### src/rtl/lsu_pkg.sv
// Shared types and constants for the load/store unit.
// Mask codes, FSM states and fault bit positions.
package lsu_pkg;

   localparam int XLEN   = 64;
   localparam int MASK_W = XLEN / 8;

   localparam logic [MASK_W-1:0] MSK_BYTE = 8'h01;
   localparam logic [MASK_W-1:0] MSK_HALF = 8'h03;
   localparam logic [MASK_W-1:0] MSK_WORD = 8'h0F;
   localparam logic [MASK_W-1:0] MSK_DBL  = 8'hFF;

   localparam int FLT_MISALIGN = 0;
   localparam int FLT_ACC      = 1;
   localparam int FLT_W        = 2;

   typedef enum logic [1:0] {
      S_IDLE,
      S_REQ,
      S_RESP,
      S_OUT
   } lsu_state_t;

   function automatic logic mask_legal(input logic [MASK_W-1:0] m);
      return (m == MSK_BYTE) || (m == MSK_HALF) ||
             (m == MSK_WORD) || (m == MSK_DBL);
   endfunction

   // Access size minus one: the offset bits that must be zero.
   function automatic logic [2:0] size_lsb(input logic [MASK_W-1:0] m);
      case (m)
         MSK_HALF: return 3'd1;
         MSK_WORD: return 3'd3;
         MSK_DBL:  return 3'd7;
         default:  return 3'd0;
      endcase
   endfunction

endpackage

### src/rtl/lsu_align.sv
// Byte-lane alignment for stores, extraction/extension for loads,
// and the misalignment check for an incoming memory op.
module lsu_align
   import lsu_pkg::*;
(
   input  logic              ren,
   input  logic              wen,
   input  logic [2:0]        st_off,
   input  logic [MASK_W-1:0] st_mask,
   input  logic [XLEN-1:0]   st_wdata,
   output logic [XLEN-1:0]   st_data,
   output logic [MASK_W-1:0] st_strb,
   output logic              misalign,
   input  logic [2:0]        ld_off,
   input  logic [MASK_W-1:0] ld_mask,
   input  logic              ld_signed,
   input  logic [XLEN-1:0]   rdata,
   output logic [XLEN-1:0]   ld_data
);

   logic [2:0]      st_lsb;
   logic [XLEN-1:0] shifted;
   logic [XLEN-1:0] byte_mask;
   logic            sign;

   assign st_lsb   = size_lsb(st_mask);
   assign misalign = (ren | wen) &
                     ((ren & wen) | !mask_legal(st_mask) |
                      ((st_off & st_lsb) != 3'd0));
   assign st_data  = st_wdata << {st_off, 3'b000};
   assign st_strb  = st_mask << st_off;

   always_comb begin
      shifted   = rdata >> {ld_off, 3'b000};
      byte_mask = '0;
      for (int i = 0; i < MASK_W; i++) begin
         byte_mask[8*i +: 8] = {8{ld_mask[i]}};
      end
      case (ld_mask)
         MSK_BYTE: sign = shifted[7];
         MSK_HALF: sign = shifted[15];
         MSK_WORD: sign = shifted[31];
         default:  sign = shifted[XLEN-1];
      endcase
      ld_data = shifted & byte_mask;
      if (ld_signed && sign) begin
         ld_data = ld_data | ~byte_mask;
      end
   end

endmodule

### src/rtl/lsu.sv
// Load/store unit: one aligned 64-bit request per memory op over a
// valid/ready port, writeback packet to WBU; non-mem ops pass through.
module lsu
   import lsu_pkg::*;
(
   input  logic              clock,
   input  logic              reset,
   input  logic              in_valid_i,
   output logic              in_ready_o,
   input  logic              renMem_i,
   input  logic              wenMem_i,
   input  logic [MASK_W-1:0] mask_i,
   input  logic              is_load_signed_i,
   input  logic [XLEN-1:0]   addr_i,
   input  logic [XLEN-1:0]   wdata_i,
   input  logic [XLEN-1:0]   alu_res_i,
   input  logic [4:0]        rd_i,
   input  logic              wenReg_i,
   output logic              mem_req_valid_o,
   input  logic              mem_req_ready_i,
   output logic [XLEN-1:0]   mem_req_addr_o,
   output logic              mem_req_wen_o,
   output logic [XLEN-1:0]   mem_req_wdata_o,
   output logic [MASK_W-1:0] mem_req_wstrb_o,
   input  logic              mem_resp_valid_i,
   output logic              mem_resp_ready_o,
   input  logic [XLEN-1:0]   mem_resp_rdata_i,
   input  logic              mem_resp_err_i,
   output logic              out_valid_o,
   input  logic              out_ready_i,
   output logic [XLEN-1:0]   out_data_o,
   output logic [4:0]        out_rd_o,
   output logic              out_wenReg_o,
   output logic              out_misalign_o,
   output logic              out_acc_fault_o
);

   lsu_state_t        state;
   logic              ren_q;
   logic              sgn_q;
   logic [2:0]        off_q;
   logic [MASK_W-1:0] mask_q;
   logic [4:0]        rd_q;
   logic              wen_reg_q;
   logic [FLT_W-1:0]  flt_q;

   logic [XLEN-1:0]   st_data;
   logic [MASK_W-1:0] st_strb;
   logic              misalign;
   logic [XLEN-1:0]   ld_data;

   lsu_align u_align (
      .ren       (renMem_i),
      .wen       (wenMem_i),
      .st_off    (addr_i[2:0]),
      .st_mask   (mask_i),
      .st_wdata  (wdata_i),
      .st_data   (st_data),
      .st_strb   (st_strb),
      .misalign  (misalign),
      .ld_off    (off_q),
      .ld_mask   (mask_q),
      .ld_signed (sgn_q),
      .rdata     (mem_resp_rdata_i),
      .ld_data   (ld_data)
   );

   assign in_ready_o      = (state == S_IDLE);
   assign out_misalign_o  = flt_q[FLT_MISALIGN];
   assign out_acc_fault_o = flt_q[FLT_ACC];

   always_ff @(posedge clock) begin
      if (reset) begin
         state            <= S_IDLE;
         ren_q            <= 1'b0;
         sgn_q            <= 1'b0;
         off_q            <= '0;
         mask_q           <= '0;
         rd_q             <= '0;
         wen_reg_q        <= 1'b0;
         flt_q            <= '0;
         mem_req_valid_o  <= 1'b0;
         mem_req_addr_o   <= '0;
         mem_req_wen_o    <= 1'b0;
         mem_req_wdata_o  <= '0;
         mem_req_wstrb_o  <= '0;
         mem_resp_ready_o <= 1'b0;
         out_valid_o      <= 1'b0;
         out_data_o       <= '0;
         out_rd_o         <= '0;
         out_wenReg_o     <= 1'b0;
      end else begin
         case (state)
            S_IDLE: begin
               if (in_valid_i) begin
                  ren_q     <= renMem_i;
                  sgn_q     <= is_load_signed_i;
                  off_q     <= addr_i[2:0];
                  mask_q    <= mask_i;
                  rd_q      <= rd_i;
                  wen_reg_q <= wenReg_i;
                  if (misalign) begin
                     flt_q        <= '0;
                     flt_q[FLT_MISALIGN] <= 1'b1;
                     out_valid_o  <= 1'b1;
                     out_data_o   <= '0;
                     out_rd_o     <= rd_i;
                     out_wenReg_o <= 1'b0;
                     state        <= S_OUT;
                  end else if (!renMem_i && !wenMem_i) begin
                     flt_q        <= '0;
                     out_valid_o  <= 1'b1;
                     out_data_o   <= alu_res_i;
                     out_rd_o     <= rd_i;
                     out_wenReg_o <= wenReg_i;
                     state        <= S_OUT;
                  end else begin
                     mem_req_valid_o <= 1'b1;
                     mem_req_addr_o  <= {addr_i[XLEN-1:3], 3'b000};
                     mem_req_wen_o   <= wenMem_i;
                     mem_req_wdata_o <= wenMem_i ? st_data : '0;
                     mem_req_wstrb_o <= wenMem_i ? st_strb : '0;
                     state           <= S_REQ;
                  end
               end
            end
            S_REQ: begin
               if (mem_req_ready_i) begin
                  mem_req_valid_o  <= 1'b0;
                  mem_resp_ready_o <= 1'b1;
                  state            <= S_RESP;
               end
            end
            S_RESP: begin
               if (mem_resp_valid_i) begin
                  mem_resp_ready_o <= 1'b0;
                  out_valid_o      <= 1'b1;
                  out_rd_o         <= rd_q;
                  flt_q            <= '0;
                  if (mem_resp_err_i) begin
                     flt_q[FLT_ACC] <= 1'b1;
                     out_data_o     <= '0;
                     out_wenReg_o   <= 1'b0;
                  end else if (ren_q) begin
                     out_data_o     <= ld_data;
                     out_wenReg_o   <= wen_reg_q;
                  end else begin
                     out_data_o     <= '0;
                     out_wenReg_o   <= 1'b0;
                  end
                  state <= S_OUT;
               end
            end
            S_OUT: begin
               if (out_ready_i) begin
                  out_valid_o <= 1'b0;
                  state       <= S_IDLE;
               end
            end
            default: state <= S_IDLE;
         endcase
      end
   end

endmodule

### config.mk
export PLATFORM = sky130hd
export DESIGN_NAME = lsu
export DESIGN_NICKNAME = d
export VERILOG_FILES = /design/src/rtl/lsu_pkg.sv /design/src/rtl/lsu_align.sv /design/src/rtl/lsu.sv
export SDC_FILE = /design/constraint.sdc
export NUM_CORES = 1
export LEC_CHECK = 0
export BUFFER_PORTS_ARGS = -buffer_cell sky130_fd_sc_hd__buf_2
export CAP_MARGIN = 20
export CORE_AREA = 3 3 193 195
export CTS_CLUSTER_SIZE = 12
export DETAILED_ROUTE_END_ITERATION = 6
export DIE_AREA = 0 0 196 198
export HOLD_SLACK_MARGIN = 0.1
export REMOVE_ABC_BUFFERS = 1
export SETUP_SLACK_MARGIN = 0.3
export SLEW_MARGIN = 15
export SYNTH_ARGS = -nofsm -noshare
export SYNTH_HDL_FRONTEND = slang
export SYNTH_SLANG_ARGS = --single-unit
### constraint.sdc
create_clock -name clock -period 2.4 [get_ports clock]
set_input_delay 0.24 -clock clock [delete_from_list [all_inputs] [get_ports clock]]
set_output_delay 0.24 -clock clock [all_outputs]
set_load 0.005 [all_outputs]
# Word-level counts from Yosys, hierarchy flattened
# Index checks and enable logic that the tools add are counted.
# totals
ff_bits	230
output_inout_bits	213
# classes
n_eq_ne	17
shift	3
mux	51
n_bitwise	11
n_reduce_logical	21
# ops
operator	count
64-bit 2-to-1 mux	8
64-bit case mux with 2 select lines	1
64-bit bitwise AND	1
64-bit NOT	1
64-bit bitwise OR	1
64-bit by 6-bit << shifter with 64-bit output	1
64-bit by 6-bit right shift with 64-bit output	1
2-bit 2-to-1 mux	10
5-bit 2-to-1 mux	4
1-bit 2-to-1 mux	18
8-bit by 1-bit equality test with 1-bit output (second input constant)	2
8-bit by 2-bit equality test with 1-bit output (second input constant)	2
8-bit by 4-bit equality test with 1-bit output (second input constant)	2
2-bit inequality test (second input constant)	6
4-bit AND reduction	3
5-bit case mux with 2 select lines	1
5-bit AND reduction	2
3-bit case mux with 3 select lines	1
8-bit equality test (second input constant)	1
8-bit 2-to-1 mux	1
2-bit case mux with 4 select lines	1
8-bit by 3-bit << shifter with 8-bit output	1
1-bit case mux with 2 select lines	3
1-bit case mux with 3 select lines	2
16 further kinds	29

# Depth between registers and ports, before layout
# Gate-level depths: netlist of the first run.
# depth
depth_word	11
depth_mapped	12
ltp_nobuf	8

# Cells and area by module
# Synthesis of the first run repeated with hierarchy kept, for this count alone.
# unflattened
cells_unflattened	1732
hier_area_um2	13442.9
# modules_own_cells
module	instances	cells_each	area_per_inst_um2	seq_area_each_um2
lsu	1	1061	8824.7	4604.4
lsu_align	1	671	4618.2	0.0

# Worst setup path before layout of the first run
# Ideal clock, no wire load.
# synth_timing
path_type	register to register
startpoint	reg state[0]
endpoint	reg out_data_o[25]
arrival_time_ps	2289
required_ps	2314
slack_ps	26
stages_incl_launch_ff	11
path_cell_list	dfxtp_1 > inv_1 > ha_1 > clkbuf_1 > nor2_1 > or2_1 > clkbuf_1 > buf_2 > clkbuf_1 > nor2_1 > a211oi_1
# synth_between
elab_chain_cells	3
# synth_lines
element	line_no	source
start: declaration	lsu.sv:38	lsu_state_t state;
start signal: assignment	lsu.sv:74	state <= S_IDLE;
start signal: assignment	lsu.sv:109	state <= S_OUT;
start signal: assignment	lsu.sv:116	state <= S_OUT;
2-bit logical NOT (*)	n/a	
via in_ready_o	lsu.sv:9	output logic in_ready_o,
3-bit by 1-bit inequality test with 1-bit output (no source line), or another cell as far along	n/a	
4-bit AND reduction (no source line)	n/a	
end signal: assignment	lsu.sv:113	out_data_o <= alu_res_i;
end signal: assignment	lsu.sv:145	out_data_o <= ld_data;
end: declaration	lsu.sv:31	output logic [XLEN-1:0] out_data_o,
# Mark *: on every way through the listed nets, which the timed path passes. The rest lies on a longest branch.
# A chain may end at the register's enable or synchronous reset.

# Worst setup path after layout of the first run
# layout_timing
startpoint	reg off_q[0]
endpoint	reg out_data_o[15]
# layout_between
elab_chain_cells	8
# layout_lines
element	line_no	source
start: declaration	lsu.sv:41	logic [2:0] off_q;
start signal: assignment	lsu.sv:98	off_q <= addr_i[2:0];
64-bit by 6-bit right shift with 64-bit output (*)	lsu_align.sv:34	shifted = rdata >> {ld_off, 3'b000};
1-bit case mux with 3 select lines or 64-bit bitwise AND (tied branches)	lsu_align.sv:39, lsu_align.sv:45	
1-bit logical AND or 64-bit bitwise OR (tied branches)	lsu_align.sv:46, lsu_align.sv:47	
64-bit 2-to-1 mux (*)	lsu_align.sv:46	if (ld_signed && sign) begin
64-bit 2-to-1 mux (*)	lsu.sv:144	end else if (ren_q) begin
64-bit 2-to-1 mux (*)	lsu.sv:140	if (mem_resp_err_i) begin
64-bit 2-to-1 mux (*)	lsu.sv:135	if (mem_resp_valid_i) begin
64-bit case mux with 2 select lines (*)	lsu.sv:93	case (state)
# Every way passes the cells marked *; elsewhere a longest branch is shown, timed or not. The select of a mux whose other input is x is not followed.

==> results of run 1 <==
[timing repair]
item	in CTS	in global routing
hold buffers	157	0
buffers inserted	8	18
setup endpoints to repair	69	182
pin swaps	5	23
resized for setup	35	72
endpoints found under the hold margin	169	0
gates cloned	1	5
[kinds of logic after synthesis]
group / share of synthesized area
buffers and inverters: 0.05466
other: 0.0002968
XOR/XNOR: 0.0006933
adder cells (fa/ha/maj): 0.004951
AND/OR/NAND/NOR: 0.1788
AO/OA/AOI/OAI: 0.2565
multiplexers: 0.1396
flip-flops: 0.3644
[routing by layer]
layer / track usage / vias up / wire length (um)
met5: 0 / - / 99
met1: 0.3146 / 6974 / 21800
met2: 0.4893 / 710 / 28370
met3: 0.06840 / 142 / 4876
li1: - / 6989 / -
met4: 0.09902 / 14 / 2365
[registers in the layout, summed over array words and instances, names as in the netlist, 2 cells and up]
signal	cells
flt_q	2
mask_q	8
mem_req_addr_o	61
mem_req_wdata_o	64
mem_req_wstrb_o	8
off_q	3
out_data_o	64
out_rd_o	5
rd_q	5
state	2
[critical path, delay by kind of cell, from the launching register on]
kind	cells	cell delay [ps]
flops	1	390
simple gates	2	660
buf+inv	1	150
compound gates	3	840
[worst min path at each step]
stage                  startpoint            endpoint  slack [ps]  cells past startpoint
2_1_floorplan               reset            flt_q[1]         310                      1
3_3_place_gp   mem_req_wstrb_o[0]  mem_req_wstrb_o[0]         430                      1
3_5_place_dp   mem_req_wstrb_o[0]  mem_req_wstrb_o[0]         440                      1
4_1_cts             alu_res_i[28]      out_data_o[28]         100                      3
5_1_grt             alu_res_i[42]      out_data_o[42]         120                      3
6_report            alu_res_i[42]      out_data_o[42]         120                      3
[cell usage in the layout, fill, tap and decap left out, types with 8 or more instances in the layout]
cell type      Yosys  routed
a211oi_1          84      66
a211oi_2           0      17
a21oi_1          211     208
a221oi_1           9       9
a22o_1            26      26
a22oi_1           17      16
buf_12             0      15
buf_2             36     487
buf_4              4      84
buf_6              2       9
clkbuf_16          0      31
clkbuf_8           0       8
dfxtp_1          230     224
diode_2            0      15
dlygate4sd3_1      0     156
inv_1              8       8
mux2_2            44      44
mux2i_1           93      91
mux4_2            15      15
nand2_1          285     284
nand3_1           38      38
nand3b_1           8       8
nand4b_1           8       8
nor2_1           104      99
nor2b_1           22      21
nor3_1            16      12
o211ai_1          17      17
o21ai_0           58      45
o21ai_1            0       8
o21bai_1          18      18
o221a_2            8       8
o22ai_1           28      25
[cell type report]
class | count | area (um2) | share of cell area
Clock buffer | 39 | 800.8 | 0.04193
Sequential cell | 230 | 4622 | 0.2420
Tap cell | 461 | 576.8 | 0.03021
Inverter | 9 | 33.78 | 0.001769
Timing Repair Buffer | 760 | 5229 | 0.2738
Clock inverter | 9 | 111.4 | 0.005831
Antenna cell | 15 | 37.54 | 0.001966
Multi-Input combinational cell | 1188 | 7685 | 0.4024
[power breakdown]
part	total, mW	internal (mW)	switching [mW]
sequential	4.68	4.35	0.333
combinational	5.98	2.69	3.29
clock	4.24	2.53	1.71
[cell usage after synthesis (all sizes together) (5+ instances only)]
cell,n
a221oi,9
a211oi,85
inv,9
ha,5
nand2,285
nor3,16
o21ai,59
nor2,105
o22ai,28
o221a,8
nand4b,8
a21oi,211
a22o,26
mux2i,93
o211ai,18
nand3b,8
o2bb2ai,7
nor2b,22
or2,5
mux2,44
a211o,7
buf,58
mux4,15
a22oi,17
dfxtp,230
nand2b,7
o21bai,18
nand3,39
nand4,6
clkbuf,97
[metrics by stage]
step / hold WS [ps] / power [mW]
detailed placement: 435.7 / 9.666
CTS: 101.3 / 14.44
finish: 118.2 / 14.91
floorplan: 309.1 / 7.417
global placement: 429.4 / 9.568
global route: 121.9 / 15.68
==> metrics, run 1 <==
status=finished, final reports clean; Die Area=38810 um2; Worst Path Max Fanout=10; DPL Wire Length=41540 um; unrepaired setup endpoints after global routing=yes; Worst-Margin Slew=725.0 ps; max-slew violation count=0; Synth area leaders=dfxtp_1 (36%), nand2_1 (8.5%), a21oi_1 (8.4%); htree depth=1; Reg2Reg Depth=6; CTS tree=built; Avg WL per Cell=21.22 um; Placer Congestion=0.9212; post-synthesis area per instance=7.997 um2; Mapped Area=12630 um2; Post-Place Cell Area=15800 um2; Synth top area share=0.3644; critical path arrival=2600 ps; critical path startpoint category=flip-flop; r2r endpoint=out_data_o[15]; root buffer cell=clkbuf_16; Synth Instances=1580; Power Density=780.5 nW/um2; initial core utilization=0.3552; initial antenna violation count=21; Critical Setup Path Class=flip-flop to flip-flop; Worst-Skew Late Latency=550 ps; CTS max path bufs=3; Detail Route Antenna Nets=0; TritonRoute pass-1 iters=5; Synth cell types=63; R2R Setup Slk=260 ps; Worst Setup EP=out_data_o[15]; CP Launch Point=off_q[0]; Post-synth EDFFs=0; setup slack after layout=263.1 ps; Final nets=2501; die width=196 um; Ys Warns=0; pin count of the biggest net entering global routing=107; vias post-DR=14830; layout cells sized above 1=0.3535; initial DRC count=1031; max-cap viol count=0; routed wire length=57510 um; Std-Cell Rows=69; setup tns final=0 ps; I/O Buffers=489; leakage power=8.055 nW; first-pass GRT wire length=84320 um; Critical Path Sink Type=flip-flop; # DRC=0; Synth Flop Type=dfxtp_1; Synth area leader=dfxtp_1; Max stage delay cell, worst path=or4b_4; vias in the first global route=14600; f_max=0.4680 GHz; Reg clk slew, reported paths=60 ps; FILL cells=3337; final cell count without fillers=2711; async set-reset flop share out of synthesis=0; setup violators final=0; Cell Chain, Critical Path=or4b_4 > a31o_4 > a2111oi_4 > nor2_2 > buf_4 > a311oi_1; Hold Fails Final Rpt=0; relative slew slack=0.5167; Tcrit/Tclk final=0.8904; peak supply drop=588.5 uV; post-route minimum period=2137 ps; Via density=5.470; post-synthesis register bit count=230; WP data required=2870 ps; Finished Cell Area=19100 um2; CTS Buf Count=27; reg2reg start=off_q[0]; grt ovf=0; Seq/Total Area, Yosys=0.3644; placed insts=2459; Worst Skew=8.884 ps; Max stage delay on crit path=560 ps; CTS sink cnt=230; Hold Path Class=input pin to flip-flop; pre-CTS WS=-175.9 ps; gr usage total=0.2726; Final Core Density=0.5369; die span in y=198 um; Area Overhead vs Synth=51.14%; I/O Pins=493; area of the core=35570 um2
(Power assumes the default switching activity.)
==> run 2, diff against run 1 <==
- CORE_AREA: 3 3 193 195 -> 3 3 191 193
- DIE_AREA: 0 0 196 198 -> 0 0 194 196
- PLACE_DENSITY: not set -> 0.67
- SYNTH_HIERARCHICAL: not set -> 1
==> metrics, run 2 <==
Synth Instances=1732; Max stage delay cell, worst path=dfxtp_4; WP data required=2830 ps; layout cells sized above 1=0.4613; switching share of power=0.3793; Placer Congestion=0.9094; I/O Pins=493; Finished Cell Area=22700 um2; critical path arrival=2870 ps; root buffer cell=clkbuf_16; FILL cells=2588; # DRC=0; sequential share of power=0.271; CTS Buf Count=27; clock share of power=0.236; Hold Fails Final Rpt=0; f_max=0.4089 GHz; Synth cell types=62; Reg clk slew, reported paths=60 ps; critical path startpoint category=flip-flop; Die Area=38020 um2; DR WL met3=7103 um; Synth Flop Type=dfxtp_1; status=complete, but fails checks; internal power=11.38 mW; die width=194 um; Worst Skew=10.71 ps; Synth area leaders=dfxtp_1 (34%), nand2_1 (9.6%), mux2i_1 (8.6%); die span in y=196 um; setup violators final=6; Comb power frac=0.493; CTS sink cnt=230; vias post-DR=17370; commonest non-fill, non-tap cell in the layout=buf_2; peak supply drop=1084 uV; Worst-Skew Late Latency=560 ps; Ys Warns=6; Post-Place Cell Area=16740 um2; routed wire length=71310 um; Post-Route M1 WL=24180 um; htree depth=1; grt ovf=0; max-slew violation count=0; most frequent cells in the layout=buf_2 (479), dfxtp_1 (226), nand2_1 (218); NetSw=6.956 mW; met2 WL=33920 um; vias in the first global route=15840; DPL Wire Length=40300 um; async set-reset flop share out of synthesis=0; Post-synth EDFFs=0; leakage power=9.503 nW; unrepaired setup endpoints after global routing=yes; Max stage delay on crit path=380 ps; post-synthesis area per instance=7.761 um2; post-route minimum period=2445 ps; Detail Route Antenna Nets=0; Final nets=2701; TritonRoute pass-1 iters=6; post-synthesis register bit count=230; pin count of the biggest net entering global routing=116; initial core utilization=0.3873; gr usage total=0.2993; Critical Path Sink Type=flip-flop; Synth top area share=0.3425; Tcrit/Tclk final=1.019; placed insts=2600; CTS max path bufs=3; Highest Signal Layer=met5; Power Density=807.9 nW/um2; I/O Buffers=489; relative slew slack=0.3447; Std-Cell Rows=68; Hold Path Class=input pin to flip-flop; initial DRC count=1572; max-cap viol count=0; Worst-Margin Slew=983.0 ps; area of the core=34710 um2; Area Overhead vs Synth=68.84%; first-pass GRT wire length=91390 um; Synth area leader=dfxtp_1; pre-CTS WS=-276.4 ps; setup slack after layout=-45.33 ps; CTS tree=built; Avg WL per Cell=24.60 um; Mapped Area=13440 um2; Seq/Total Area, Yosys=0.3425; Cell Chain, Critical Path=mux2_4 > a32oi_2 > a21oi_2 > o41ai_4 > buf_6 > buf_12 > buf_16 > o21ai_2 > a32oi_2 > a211oi_1; Critical Setup Path Class=flip-flop to flip-flop; synth cell count leaders=nand2_1 (344), dfxtp_1 (230), a21oi_1 (201); failing checks=negative setup slack; Via density=5.992; CP dominant cell by count=a32oi_2; Worst Path Max Fanout=8; most common cell in the synthesized netlist=nand2_1; largest registers=mem_req_wdata_o (64), out_data_o (64), mem_req_addr_o (61); initial antenna violation count=10; final cell count without fillers=2899
[run 2: cell count changes after synthesis, sizes merged, moves of 12 or more]
cell,before,now
o211ai,18,2
mux2,44,32
o21bai,18,0
mux2i,93,115
o21ai,59,95
nor2b,22,36
a32oi,2,64
nand2,285,344
clkbuf,97,120
nor2,105,120
a22oi,17,0
nor3,16,3
nand3,39,78
a22o,26,0
[run 2: area by class of cell]
type	instances	area, um2	share of cell area
sequential	230	4614	0.2033
clock buffer	31	730.7	0.03219
multi-input combinational	1316	9712	0.4279
tap	455	569.3	0.02508
antenna	12	30.03	0.001323
timing repair buffer	830	6820	0.3005
inverter	10	37.54	0.001654
clock inverter	15	182.7	0.008048
[run 2: cell families after synthesis]
logic type / share of synthesized area
fa+ha+maj: 0.006329
simple gates: 0.1975
buf+inv: 0.06180
other cells: 0.0002790
flops: 0.3425
compound gates: 0.2434
mux: 0.1482
[run 2: worst max-delay path: cells and delay by family (launching register included)]
| family | cells | cell delay [ps] |
|---|---|---|
| AO/OA/AOI/OAI | 6 | 1150 |
| buffers and inverters | 3 | 450 |
| flip-flops | 1 | 380 |
| multiplexers | 1 | 340 |
[run 2: worst paths after layout]
check                      start                   to  slack (ps)  cells past startpoint
max                     off_q[1]       out_data_o[38]         -50                     10
min                   wdata_i[4]   mem_req_wdata_o[4]         120                      4
max reg2reg             off_q[1]       out_data_o[38]         -50                     10
min reg2reg  mem_req_wdata_o[31]  mem_req_wdata_o[31]         450                      2
[run 2: repair_timing]
action,in CTS,in global routing
hold buffers,137,4
gates resized for setup,113,412
cloned,12,46
setup buffers,17,25
hold endpoints to repair,145,4
pin swaps,99,216
setup endpoints to repair,71,186
[run 2: routing by layer]
layer  up-vias  global-route usage
met5         -                   0
met4         2              0.1564
met3       373             0.07110
met2      1268              0.5263
met1      8123              0.3377
li1       7606                   -
[run 2: power by group through the flow]
stage                     Clock [mW]  Sequential (mW)  Combinational (mW)
after detailed placement           0             4.98                5.76
after global placement             0             4.98                5.64
after global routing            4.52             5.03                9.52
final                           4.33             4.96                9.05
after floorplan                    0             4.99                2.72
after CTS                       4.37             4.92                7.48
[run 2: through the flow]
| step | util | TNS, ps | total power [mW] | hold WS [ps] |
|---|---|---|---|---|
| after floorplan | - | -546670 | 7.706 | 309.1 |
| after global placement | 0.4822 | -28650 | 10.62 | 435.4 |
| after detailed placement | 0.4822 | -32890 | 10.74 | 443.2 |
| after CTS | 0.5734 | 0 | 16.77 | 100.7 |
| after global routing | 0.6536 | -2890 | 19.06 | 124.6 |
| final | 0.6538 | -144.6 | 18.34 | 118.8 |
